`src/rtl/motor_drive_seq.sv`:
```
// Drive sequencer for the brushless commutation block: soft-ramps drv_mag toward
// target_mag, applies a timed brake on enable drop, and latches a stall fault.
module motor_drive_seq #(
  parameter int RAMP_STEP     = 16,
  parameter int RAMP_DIV      = 4,
  parameter int STALL_CYCLES  = 100,
  parameter int STALL_MIN_MAG = 64,
  parameter int BRAKE_CYCLES  = 20
) (
  input  logic        clk,
  input  logic        rst_n,
  input  logic        en,
  input  logic [11:0] target_mag,
  input  logic        hallGrn,
  input  logic        hallYlw,
  input  logic        hallBlu,
  input  logic        clr_fault,
  output logic [11:0] drv_mag,
  output logic        brake_n,
  output logic        running,
  output logic        stall_fault
);

  localparam int DIV_W   = (RAMP_DIV > 1) ? $clog2(RAMP_DIV) : 1;
  localparam int STALL_W = $clog2(STALL_CYCLES + 1);
  localparam int BRK_W   = (BRAKE_CYCLES > 1) ? $clog2(BRAKE_CYCLES) : 1;

  localparam logic [DIV_W-1:0]   DIV_LAST    = DIV_W'(RAMP_DIV - 1);
  localparam logic [DIV_W-1:0]   DIV_ONE     = DIV_W'(1);
  localparam logic [STALL_W-1:0] STALL_LIMIT = STALL_W'(STALL_CYCLES);
  localparam logic [STALL_W-1:0] STALL_ONE   = STALL_W'(1);
  localparam logic [BRK_W-1:0]   BRK_LAST    = BRK_W'(BRAKE_CYCLES - 1);
  localparam logic [BRK_W-1:0]   BRK_ONE     = BRK_W'(1);
  localparam logic [11:0]        STEP        = 12'(RAMP_STEP);
  localparam logic [11:0]        MIN_MAG     = 12'(STALL_MIN_MAG);

  typedef enum logic [2:0] {IDLE, RAMP, RUN, BRAKE, FAULT} state_t;

  state_t             state, state_n;
  logic [11:0]        mag_n;
  logic [DIV_W-1:0]   div_cnt, div_n;
  logic [STALL_W-1:0] stall_cnt, stall_n, stall_run;
  logic [BRK_W-1:0]   brk_cnt, brk_n;
  logic [2:0]         hall_s1, hall_s2, hall_prev;
  logic               hall_edge;
  logic [11:0]        ramp_mag;

  // Two-flop synchronizer plus one history stage for edge detection.
  always_ff @(posedge clk or negedge rst_n) begin
    if (!rst_n) begin
      hall_s1   <= '0;
      hall_s2   <= '0;
      hall_prev <= '0;
    end else begin
      hall_s1   <= {hallGrn, hallYlw, hallBlu};
      hall_s2   <= hall_s1;
      hall_prev <= hall_s2;
    end
  end

  assign hall_edge = (hall_s2 != hall_prev);

  // One ramp step toward the target, clamped so it never overshoots or wraps.
  always_comb begin
    ramp_mag = drv_mag;
    if (target_mag > drv_mag) begin
      if ((target_mag - drv_mag) > STEP) ramp_mag = drv_mag + STEP;
      else                                ramp_mag = target_mag;
    end else if (target_mag < drv_mag) begin
      if ((drv_mag - target_mag) > STEP) ramp_mag = drv_mag - STEP;
      else                                ramp_mag = target_mag;
    end
  end

  always_comb begin
    stall_run = stall_cnt;
    if (hall_edge || (drv_mag < MIN_MAG)) stall_run = '0;
    else if (stall_cnt != STALL_LIMIT)    stall_run = stall_cnt + STALL_ONE;
  end

  always_comb begin
    state_n = state;
    mag_n   = drv_mag;
    div_n   = div_cnt;
    stall_n = stall_cnt;
    brk_n   = brk_cnt;
    case (state)
      IDLE: begin
        mag_n   = '0;
        div_n   = '0;
        stall_n = '0;
        brk_n   = '0;
        if (en && (target_mag != 12'd0)) state_n = RAMP;
      end
      RAMP, RUN: begin
        // Enable drop outranks a stall detected in the same cycle.
        if (!en) begin
          state_n = BRAKE;
          mag_n   = '0;
          brk_n   = '0;
        end else if (stall_run == STALL_LIMIT) begin
          state_n = FAULT;
          mag_n   = '0;
          stall_n = stall_run;
        end else begin
          stall_n = stall_run;
          if (state == RAMP) begin
            if (div_cnt == DIV_LAST) begin
              div_n = '0;
              mag_n = ramp_mag;
              if (ramp_mag == target_mag) state_n = RUN;
            end else begin
              div_n = div_cnt + DIV_ONE;
            end
          end else if (target_mag != drv_mag) begin
            state_n = RAMP;
            div_n   = '0;
          end
        end
      end
      BRAKE: begin
        mag_n = '0;
        if (brk_cnt == BRK_LAST) state_n = IDLE;
        else                     brk_n   = brk_cnt + BRK_ONE;
      end
      FAULT: begin
        mag_n = '0;
        if (clr_fault && !en) state_n = IDLE;
      end
      default: state_n = IDLE;
    endcase
  end

  always_ff @(posedge clk or negedge rst_n) begin
    if (!rst_n) begin
      state       <= IDLE;
      drv_mag     <= '0;
      div_cnt     <= '0;
      stall_cnt   <= '0;
      brk_cnt     <= '0;
      brake_n     <= 1'b1;
      running     <= 1'b0;
      stall_fault <= 1'b0;
    end else begin
      state       <= state_n;
      drv_mag     <= mag_n;
      div_cnt     <= div_n;
      stall_cnt   <= stall_n;
      brk_cnt     <= brk_n;
      brake_n     <= (state_n != BRAKE);
      running     <= (state_n == RAMP) || (state_n == RUN);
      stall_fault <= (state_n == FAULT);
    end
  end

endmodule

```
`config.mk`:
```
export PLATFORM = sky130hd
export DESIGN_NAME = motor_drive_seq
export DESIGN_NICKNAME = d
export VERILOG_FILES = /design/src/rtl/motor_drive_seq.sv
export SDC_FILE = /design/constraint.sdc
export NUM_CORES = 1
export LEC_CHECK = 0
export CAP_MARGIN = 40
export CORE_MARGIN = 5
export CORE_UTILIZATION = 60
export CTS_BUF_LIST = sky130_fd_sc_hd__clkbuf_8
export DETAILED_ROUTE_END_ITERATION = 10
export GPL_TIMING_DRIVEN = 0
export HOLD_SLACK_MARGIN = 0.08
export PLACE_DENSITY = 0.88
export SYNTH_ARGS = -nofsm -noshare
export SYNTH_HDL_FRONTEND = slang
export SYNTH_SLANG_ARGS = --single-unit
export TNS_END_PERCENT = 100
```
`constraint.sdc`:
```
create_clock -name clk -period 4.75 [get_ports clk]
set_clock_uncertainty 0.2 [all_clocks]
set_input_delay 1.425 -clock clk [delete_from_list [all_inputs] [get_ports clk]]
set_output_delay 1.425 -clock clk [all_outputs]
set_load 0.01 [all_outputs]
```
==> Word-level counts from Yosys, hierarchy flattened <==
Index checks and enable logic that the tools add are counted.
{ "totals": {"reg_bits": 41, "in_bits": 19, "wordCells": 93} }
{ "classes": {"add_sub_neg": 7, "n_lt_le_gt_ge": 5, "n_eq_ne": 22, "n_mux": 32, "n_reduce_logical": 16} }
{ "ops": {"columns": ["op", "n"], "rows": [
  ["$mux W12", 8],
  ["$mux W3", 9],
  ["$gt A12 B5 Y1 const B", 2],
  ["$pmux W12 S2", 1],
  ["$sub A12 B12 Y12", 2],
  ["$mux W7", 3],
  ["$pmux W5 S3", 1],
  ["$pmux W7 S2", 1],
  ["$add A12 B5 Y12 const B", 1],
  ["$eq A12 B12 Y1", 1],
  ["$gt A12 B12 Y1", 1],
  ["$lt A12 B12 Y1", 1],
  ["$lt A12 B7 Y1 const B", 1],
  ["$ne A12 B12 Y1", 1],
  ["$pmux W3 S4", 1],
  ["$reduce_bool A12 Y1", 1],
  ["$sub A12 B5 Y12 const B", 1],
  ["$mux W2", 5],
  ["$mux W5", 2],
  ["$eq A3 B2 Y1 const B", 3],
  ["$ne A2 B2 Y1 const B", 4],
  ["$ne A4 B4 Y1 const B", 2],
  ["$add A7 B1 Y7 const B", 1],
  ["$eq A7 B7 Y1 const B", 1],
  ["other kinds (22)", 28]
]} }

==> Logic depth before layout (Yosys ltp) <==
{ "depth": {"ltp_word": 14, "mapped_depth": 15, "depth_no_buf": 13} }

==> Least setup slack after synthesis <==
No wires, ideal clock.
{ "synth_timing": {"path_kind": "input port to flip-flop", "startpoint": "in target_mag[6]", "endpoint": "reg state[1]", "arrival_ns": 4.640, "required_ns": 4.484, "path_slack_ns": -0.157, "path_stages": 14, "n_path_buf": 3, "cell_sequence": "clkbuf_1 > inv_1 > ha_1 > buf_2 > a21oi_1 > o2bb2ai_1 > or4_1 > a221o_1 > or4_4 > buf_6 > and2_4 > o21a_1 > nor4b_2 > a22o_1"} }
{ "synth_via": {"elab_chain_len": 12, "elab_cells_between_ends": 22} }
{ "synth_rtl": {"columns": ["item", "line", "text"], "rows": [
  ["start, declared", "13", "input logic [11:0] target_mag,"],
  ["$sub A12 B12 Y12", "70", "if ((drv_mag - target_mag) > STEP) ramp_mag = drv_mag - STEP;"],
  ["$gt A12 B5 Y1", "70", null],
  ["$mux W12", "70", null],
  ["$mux W12", "69", "end else if (target_mag < drv_mag) begin"],
  ["$mux W12", "66", "if (target_mag > drv_mag) begin"],
  ["$eq A12 B12 Y1", "111", "if (ramp_mag == target_mag) state_n = RUN;"],
  ["$mux W3", "111", null],
  ["$mux W3", "108", "if (div_cnt == DIV_LAST) begin"],
  ["$mux W3", "107", "if (state == RAMP) begin"],
  ["$mux W3", "101", "end else if (stall_run == STALL_LIMIT) begin"],
  ["$mux W3", "97", "if (!en) begin"],
  ["$pmux W3 S4 *", "87", "case (state)"],
  ["via state_n[1]", "39", "state_t state, state_n;"],
  ["end signal, assigned", "145", "state <= state_n;"],
  ["end, declared", "39", null]
]} }
Mark *: on every way through the listed nets, which the timed path passes. The rest lies on a longest branch.
A chain may end at the register's enable or synchronous reset.

==> Final worst setup path <==
{ "layout_timing": {"startpoint": "in target_mag[3]", "endpoint": "reg state[1]"} }
The elaborated chain is that of the path after synthesis.

==> impl_metrics.yaml <==
floorplan:
  num_io_pins: 34
  initial_utilization_pct: 62.0
  die_height_um: 94.0
  core-area_mm2: 0.00683
  die_area_mm2: 0.00884
  dieWidth_um: 94.0
  fp-row-count: 30
pwr:
  power_leakage_uw: 0.00221
  ir_worst_vdd_v: 0.000355
  power.density_mw_per_mm2: 242
placement:
  hpwlAfterDp_um: 10300
  gp_congestion: 0.980
  placed_cell_area_mm2: 0.00474
  portBuffers: 32
timing:
  max_slew_margin_pct: 43.7
  hold_slack_ps: 167
  max_freq_ghz: 0.212
  post-route-period-util_pct: 99.5
  worst_slew_pin_slew_ps: 823
  finalSetupTns_ps: 0
  post-route-min-period_ps: 4730
  hold_violations: 0
  drv_slew: 0
  setup_viol: 0
  rsz0062_at_grt: "true"
grt:
  grt_pass1_vias: 4524
  antenna_found_initial: 0
  grt.total_usage_pct: 32.6
  grt_max_degree: 36
  overflow: 0
  grt_pass1_wl_um: 22700
cts:
  cts_tree: "built"
  ctsRootBufferMaster: "clkbuf_8"
  clkSlewWorstSetupHoldPaths_ps: 80
  clkSinkCount: 41
  cts_buffer_depth: 2
  numCtsBuffers: 5
  cts_hold_buf: 0
  worst_skew_pair.late_latency_ps: 300
  cts_max_level: 2
drt:
  drcViolationCount: 0
  vias_per_cell: 6.71
  vias: 4707
  first_iter_violations: 676
  drt-total-wl_um: 14100
  first_pass_iters: 6
  ant_nets: 0
  wl_per_cell_um: 20.1
finish:
  final_common_cell: "nand2_1"
  fin_nets: 653
  antenna_cells: 0
  synthToLayoutAreaGrowth_pct: 26.0
  layout-drive-gt1-share_pct: 22.1
  stdcell_area_mm2: 0.00534
  mostFrequentLayoutCells: "41 x nand2_1, 40 x dfrtp_1, 36 x a21oi_1"
worst_setup_path:
  r2r-end: "state[1]"
  cp-start-kind: "primary input"
  cp_max_fo: 7
  r2r-start: "drv_mag[6]"
  cp_data_arrival_time_ps: 4770
  rrSetupSlack_ps: 410
  crit_required_ps: 4790
  path_class: "in2reg"
  path_cells: "buf_4 > inv_1 > ha_1 > buf_6 > a21o_1 > a21oi_4 > a21oi_2 > or4_1 > a221o_1 > or4_4 > and2_4 > o21a_1 > nor4b_2 > a22o_1"
  endpoint_kind: "flop"
  max_stage_delay_ps: 620
  slowest_stage: "or4_4"
  reg2reg_depth: 15
synth:
  syn_inst: 538
  syn_area_mm2: 0.00424
  synth_edf_count: 0
  synth.avg_cell_area_um2: 7.88
  synthArstFlopShare_pct: 100
  yosys_warnings: 0
  yosysSeqAreaShare_pct: 24.2
  yosysUniqueCellTypes: 78
  ys.flop_type: "dfrtp_1"
  syn_nets: 587
  ys_ff_latch: 41
min_path:
  worst_hold_path.endpoint: "hall_s2[0]"
  hold_path_startpoint: "hall_s1[0]"
  holdPathStages: 0
  hp-class: "reg2reg"
job:
  maxCapViolCount: 0
outcome:
  status: "completed"
==> flip-flops by register name (all words and copies together), names as in the netlist <==
signal / cells
drv_mag: 12
stall_cnt: 7
brk_cnt: 5
hall_prev: 3
hall_s1: 3
hall_s2: 3
state: 3
div_cnt: 2
brake_n: 1
running: 1
stall_fault: 1
==> stage by stage <==
step	worst slack, ps	std cells	total power [µW]	utilization, %
CTS	-7.03	689	1250	74.6
floorplan	31.4	538	812	-
global placement	-1620	666	957	68.8
detailed placement	-1400	671	983	69.3
global route	-53.7	701	1370	78.2
finish	22.9	701	1290	78.2
==> synthesized netlist by cell type (3+ instances only) <==
master / instances / share of area, %
nand2_1: 46 / 4.1
a211oi_1: 5 / 0.89
mux2_2: 3 / 0.80
a22o_1: 8 / 1.7
xor2_1: 16 / 3.3
mux2i_1: 6 / 1.4
o22ai_1: 7 / 1.0
or3b_2: 3 / 0.62
clkbuf_1: 21 / 1.9
nor2b_1: 4 / 0.59
a31oi_1: 5 / 0.74
or2_2: 3 / 0.44
nor3_1: 18 / 2.1
a21oi_1: 42 / 5.0
o21a_1: 5 / 0.89
o2111ai_1: 3 / 0.62
and2_1: 3 / 0.44
a32o_1: 4 / 0.94
or3_1: 3 / 0.44
o21ai_0: 30 / 3.5
a2111oi_0: 4 / 0.83
buf_2: 6 / 0.71
a21boi_0: 3 / 0.53
and3_1: 10 / 1.5
o221ai_1: 4 / 0.83
nand2b_1: 8 / 1.2
nand3_1: 16 / 1.9
inv_1: 35 / 3.1
ha_1: 29 / 8.6
o31ai_1: 7 / 1.2
nor4_1: 8 / 1.2
nand4_1: 13 / 1.9
nor2_1: 32 / 2.8
a21o_1: 7 / 1.2
a221oi_1: 3 / 0.62
dfrtp_1: 40 / 24
xnor2_1: 23 / 4.8
==> kinds of logic (layout without fill, tap and decap cells) <==
family,after synthesis,in the layout,synth area share (%)
adders and majority gates,31,31,9.27
DFF,41,41,24.2
buffers and inverters,65,132,6.29
and+or+nand+nor,183,183,22.6
xor gates and xnor gates,39,39,8.06
muxes,9,9,2.21
AOI/OAI and AO/OA,170,170,27.3
==> worst max path at each step <==
stage	slack, ps	start	end
after floorplan	30	target_mag[6]	state[1]
after global placement	-1620	target_mag[4]	drv_mag[6]
after detailed placement	-1400	target_mag[4]	state[0]
after CTS	-7	target_mag[6]	drv_mag[6]
after global routing	-50	target_mag[3]	state[0]
final	20	target_mag[3]	state[1]
==> critical path: cells and delay by family <==
kind / cells / cell delay (ps)
simple gates: 4 / 1490
fa+ha+maj: 1 / 310
compound gates: 6 / 1200
buf+inv: 3 / 340
==> final cells by class <==
class                   count  area (µm²)
fillers                   495        1490
well taps                  96         120
plain buffers              29         179
clock buffers               5        68.8
flip-flops and latches     41        1030
repair buffers             60         495
clock inverters             3        18.8
multi-input cells         432        3300
inverters                  35         134
==> metal layers <==
metal / global-route usage, % / up-vias / wire length [µm]
met5: 0 / - / 0
met4: 9.63 / 0 / 348
met3: 6.57 / 39 / 1240
met2: 50.8 / 284 / 6420
met1: 45.4 / 2271 / 6090
li1: - / 2113 / -
==> repair_timing <==
item / 4_1_cts / 5_1_grt
buffers inserted: 11 / 12
gates resized for setup: 85 / 70
setup endpoints to repair: 14 / 14
pin swaps: 12 / 20
==> report_power, final <==
part	internal (µW)	switching [µW]	leakage, µW
Combinational	266	367	0.00163
Sequential	392	35.7	0.000534
Clock	101	131	0.0000416
Total	760	534	0.00221
Power figures use the tool's default switching activity.
